`src/rtl/register_file.sv`:
```
// register_file: architectural registers with ROB rename tags, commit bypass and rollback flush.
module register_file #(
  parameter int REG_NUM   = 32,
  parameter int REG_POS_W = 5,
  parameter int DATA_W    = 32,
  parameter int ROB_ID_W  = 5
) (
  input  logic                 clk,
  input  logic                 rst,
  input  logic                 rdy,
  input  logic [REG_POS_W-1:0] rs1_from_dsp,
  input  logic [REG_POS_W-1:0] rs2_from_dsp,
  output logic [DATA_W-1:0]    V1_to_dsp,
  output logic [ROB_ID_W-1:0]  Q1_to_dsp,
  output logic [DATA_W-1:0]    V2_to_dsp,
  output logic [ROB_ID_W-1:0]  Q2_to_dsp,
  input  logic                 ena_from_dsp,
  input  logic [REG_POS_W-1:0] rd_from_dsp,
  input  logic [ROB_ID_W-1:0]  rob_id_from_dsp,
  input  logic                 commit_flag_from_rob,
  input  logic [REG_POS_W-1:0] rd_from_rob,
  input  logic [ROB_ID_W-1:0]  Q_from_rob,
  input  logic [DATA_W-1:0]    V_from_rob,
  input  logic                 rollback_flag_from_rob
);
  logic [DATA_W-1:0]   val [REG_NUM];
  logic [ROB_ID_W-1:0] tag [REG_NUM];
  logic commit_ok, release_ok, byp1, byp2;
  always_comb begin
    commit_ok  = commit_flag_from_rob && rd_from_rob != '0;
    release_ok = commit_ok && tag[rd_from_rob] == Q_from_rob;
    byp1       = release_ok && rd_from_rob == rs1_from_dsp;
    byp2       = release_ok && rd_from_rob == rs2_from_dsp;
    V1_to_dsp  = rs1_from_dsp == '0 ? '0 : byp1 ? V_from_rob : val[rs1_from_dsp];
    Q1_to_dsp  = rs1_from_dsp == '0 || byp1 ? '0 : tag[rs1_from_dsp];
    V2_to_dsp  = rs2_from_dsp == '0 ? '0 : byp2 ? V_from_rob : val[rs2_from_dsp];
    Q2_to_dsp  = rs2_from_dsp == '0 || byp2 ? '0 : tag[rs2_from_dsp];
  end
  // later rename assignment deliberately overrides the commit release on the same register
  always_ff @(posedge clk) begin
    if (!rst) begin
      for (int i = 0; i < REG_NUM; i++) begin
        val[i] <= '0;
        tag[i] <= '0;
      end
    end else if (rdy) begin
      if (commit_ok) val[rd_from_rob] <= V_from_rob;
      if (rollback_flag_from_rob) begin
        for (int i = 0; i < REG_NUM; i++) tag[i] <= '0;
      end else begin
        if (release_ok) tag[rd_from_rob] <= '0;
        if (ena_from_dsp && rd_from_dsp != '0) tag[rd_from_dsp] <= rob_id_from_dsp;
      end
    end
  end
endmodule

```
`config.mk`:
```
export PLATFORM = sky130hd
export DESIGN_NAME = register_file
export DESIGN_NICKNAME = d
export VERILOG_FILES = /design/src/rtl/register_file.sv
export SDC_FILE = /design/constraint.sdc
export NUM_CORES = 2
export LEC_CHECK = 0
export ABC_CLOCK_PERIOD_IN_PS = 6300
export CELL_PAD_IN_SITES_DETAIL_PLACEMENT = 1
export CELL_PAD_IN_SITES_GLOBAL_PLACEMENT = 1
export CORE_UTILIZATION = 45
export CTS_CLUSTER_DIAMETER = 30
export DETAILED_ROUTE_END_ITERATION = 8
export GPL_ROUTABILITY_DRIVEN = 0
export MAX_ROUTING_LAYER = met4
export PLACE_DENSITY = 0.71
export SLEW_MARGIN = 10
export SYNTH_ARGS = -nofsm -noshare
export SYNTH_HDL_FRONTEND = slang
export SYNTH_SLANG_ARGS = --single-unit
```
`constraint.sdc`:
```
create_clock -name clk -period 6.3 [get_ports clk]
set_input_delay 0.945 -clock clk [delete_from_list [all_inputs] [get_ports clk]]
set_output_delay 0.945 -clock clk [all_outputs]
set_load 0.01 [all_outputs]
```
==> summary.txt <==
Status
  – Outcome: finished, final reports clean

Global routing
  – Global-route wire length before repair: around 350 mm
  – Tot GR Track Use: 35.70%
  – Pin count of the biggest net entering global routing: 67
  – Vias in the first global route: 46,450
  – Initial antenna violation count: 25
  – Overflow after GRT: 0

STA
  – Fin. max-slew vios: 0
  – Max Freq: 0.1671 GHz
  – Worst slew pin tran: about 1.3 ns
  – Period utilisation layout: between 90% and 100%
  – Clock Skew: about 0.044 ns
  – Min Tclk post-route: approximately 6.0 ns
  – RSZ-0062 raised after global routing: no
  – Fin Setup TNS: 0 ns
  – Max-slew headroom: 13.31%
  – Final setup fails: 0
  – Worst hold slack: 0.3781 ns
  – Count of final hold-check violations: 0

Place
  – Port-buffer cells: roughly 140
  – DP HPWL: 150.2 mm

Clock tree
  – # H-tree levels: 5
  – Resize count post-CTS: 0
  – Total CTS buffers: ~300
  – CTS tree: built
  – Sinks on Clock Net: 1,184
  – Maximum root-to-sink buffer count: 4
  – Worst-Skew Late Latency: 0.92 ns
  – Clock root buffer: clkbuf_16
  – Clock-pin slew on the worst setup and hold paths: 0.05 ns

Synthesis
  – Main combinational cell family by area after synthesis: multiplexers
  – Mapped Cells: 4,179
  – Synth top area share: 54.18%
  – Area leader, netlist: edfxtp_1
  – Synthesis-stage register bit count: around 1,200
  – Compound-Gate Fraction of Synth Area: 1.598%
  – Avg Cell Area, Syn: 15.70 um^2
  – Adder-cell share of the synthesized area: 0%
  – Mapped Area: between 60,000 and 70,000 um^2
  – Yosys cell types: 38
  – Top FF cell, synth: edfxtp_1
  – Top-count cell post-synth: edfxtp_1
  – Ys async rst share: 0%
  – Simple-Gate Fraction of Synth Area: 13.49%
  – YS warnings: 0
  – Mux cell area share after synthesis: between 20% and 30%
  – Sequential fraction of the synthesis area: 54.18%
  – Synth Area in XOR/XNOR: 0.2002%
  – Post-synth EDFFs: 1,184
  – Post-synth top cells: edfxtp_1 (1,184), and2_1 (1,147), mux4_2 (740), clkbuf_1 (335), mux2i_1 (144)
  – Synth area leaders: edfxtp_1 (54%), mux4_2 (25%), and2_1 (11%), mux2i_1 (2.2%), clkbuf_1 (1.9%)

Critical path
  – CP startpoint kind: input pin
  – RR Endpoint: tag[4][2]$_SDFFCE_PN0P_
  – Critical path depth: 13
  – Slowest stage cell, crit path: or4bb_1
  – Critical path's most frequent cell: buf_4
  – CP Capture Type: output pin
  – Crit-path cells: clkdlybuf4s50_1 -> buf_4 -> or4bb_1 -> o22ai_1 -> nor4_1 -> nand2_1 -> xor2_1 -> nor4_4 -> nand3_4 -> buf_4 -> buf_4 -> mux2i_1 -> clkdlybuf4s50_1
  – Worst reg-to-reg setup slack: approximately 2.2 ns
  – Slowest stage delay, CP: 0.64 ns
  – Crit Path Max Fanout: 13
  – Worst reg-to-reg path cell count: 8
  – Worst Path Buf+Inv: 5
  – R2r startpoint: tag[22][3]$_SDFFCE_PN0P_
  – Largest delay share family, worst path: buffers and inverters
  – Worst Setup SP: rd_from_rob[3]
  – Crit path required time: 5.35 ns
  – Arrival @ worst endpoint: 5.04 ns
  – CP Class: input pin to output pin
  – Worst setup endpoint: V1_to_dsp[25]

Power
  – Combinational share of power: 10.0%
  – Sequential share of power: 34.8%
  – Leakage: 28.35 nW
  – IR Drop Worst-Case VDD: roughly 0.00029 V
  – P_int: between 20 and 25 mW
  – Switching power total: around 6.5 mW
  – Clock share of power: 55.2%
  – Switching share of power: 24.05%
  – PwrDens: 338.4 nW/um^2
  – Overall power: 27.13 mW

Floorplanning
  – Starting Density: 45.52%
  – Die width: 383.9 um
  – Die area: 147,400 um^2
  – Core area: 144,200 um^2
  – Die height: around 380 um
  – Num rows: 139
  – Boundary pin count: 142

Detailed routing
  – DR WL/cell: 38.52 um
  – Via-to-Cell Ratio: 6.775
  – Initial DRT Pass Iterations: 5
  – DRT antenna net count: 0
  – DR vias: 44,470
  – Drt drc: 0
  – Final wirelength: 252.8 mm
  – DRT iter0 DRCs: 7,112

Layout
  – Syn-to-layout area delta: 22.15%
  – Nets: 4,483
  – Filler Cells Inserted: 13,010
  – Share of cells above drive strength 1: about a third

Hold path
  – HP Class: input pin to register

Job
  – Maxcap violations: 0
power groups by stage:
| stage | logic (mW) | registers, mW | clock network, mW |
|---|---|---|---|
| 6_report | 2.70 | 9.44 | 15.0 |
| 5_1_grt | 2.78 | 9.46 | 15.4 |
| 4_1_cts | 2.68 | 9.42 | 15.1 |
| 3_5_place_dp | 2.66 | 9.54 | 0 |
| 3_3_place_gp | 2.63 | 9.50 | 0 |
| 2_1_floorplan | 1.63 | 9.41 | 0 |
how the worst min path moves through the flow:
stage	depth (start not counted)	slack (ns)	end	from
after floorplan	1	1.14	tag[1][4]$_SDFFCE_PN0P_	rob_id_from_dsp[4]
after global placement	2	1.27	val[0][0]$_SDFFCE_PN0P_	rst
after detailed placement	2	1.28	val[0][0]$_SDFFCE_PN0P_	rst
after CTS	2	0.34	val[0][0]$_SDFFCE_PN0P_	rst
after global routing	2	0.37	val[0][0]$_SDFFCE_PN0P_	rst
final	2	0.38	val[0][0]$_SDFFCE_PN0P_	rst
worst reg2reg max path, cell delays in order (launching register included):
cell      delay, ns
edfxtp_1       0.49
mux2i_1        0.21
o22ai_1        0.10
nor4_1         0.41
nand2_1        0.14
xor2_1         0.19
nor4_4         0.47
nand3_1        0.76
o21ai_0        0.91
registers in the layout, summed over array words and instances, names as in the netlist:
signal  flops
tag       160
val      1024
cells by family after synthesis:
kind of cell / count (synthesis)
buf+inv: 442
simple gates: 1476
compound gates: 167
mux: 894
flops: 1184
other cells: 1
xor+xnor: 15
cells in the final DEF (no fill, tap or decap), drive strengths merged:
cell type      Yosys  routed
nor2             101     101
nor3               4       4
o21ai             62      62
or2                1       1
or4b               4       4
nand3b             1       1
edfxtp          1184    1184
or3                6       6
buf              106     208
or4bb              6       6
o31ai              1       1
o22ai             40      40
clkbuf           335     341
nand4b             4       4
xnor2              6       6
clkinv             0     105
nor4              11      11
nor2b              6       6
clkdlybuf4s50      0     129
mux2              10      10
nand2b            68      68
xor2               9       9
bufinv             0      34
diode              0      28
and3              12      12
inv                1      15
conb               1      37
clkinvlp           0      28
o211ai            64      64
nand2             87      87
nand4              2       2
nand3             15      15
mux4             740     740
or4                1       1
mux2i            144     144
and2            1147    1147
through the flow:
step / utilization, % / worst slack (ns) / instances / cell area (um^2)
2_1_floorplan: - / 1.275 / 4215 / 65760
3_3_place_gp: 48.78 / 0.1841 / 6008 / 70330
3_5_place_dp: 48.78 / 0.1251 / 6008 / 70330
4_1_cts: 55.51 / 0.1363 / 6530 / 80040
5_1_grt: 55.58 / 0.1460 / 6551 / 80130
6_report: 55.60 / 0.3147 / 6564 / 80160
layer usage:
layer | share of wire (%) | track usage (%)
met5 | 0 | -
met4 | 5.7 | 18.47
met3 | 11 | 8.894
met2 | 47 | 54.53
met1 | 36 | 44.11
cell type report:
cell class	instances	area, um^2	area share [%]
multi-input cells	2589	29000	36.17
inverters	1	3.754	0.004682
well taps	1903	2381	2.970
clock buffers	341	7810	9.743
flip-flops and latches	1184	35550	44.35
repair buffers	337	3453	4.308
diodes	28	70.07	0.08741
clock inverters	181	1896	2.365
repair_timing:
| item | 4_1_cts | 5_1_grt |
|---|---|---|
| hold buffers | 0 | 0 |
| endpoints found under the hold margin | 0 | 0 |
| endpoints found under the setup margin | 0 | 24 |
| buffers inserted | 0 | 5 |
(Power assumes the default switching activity.)
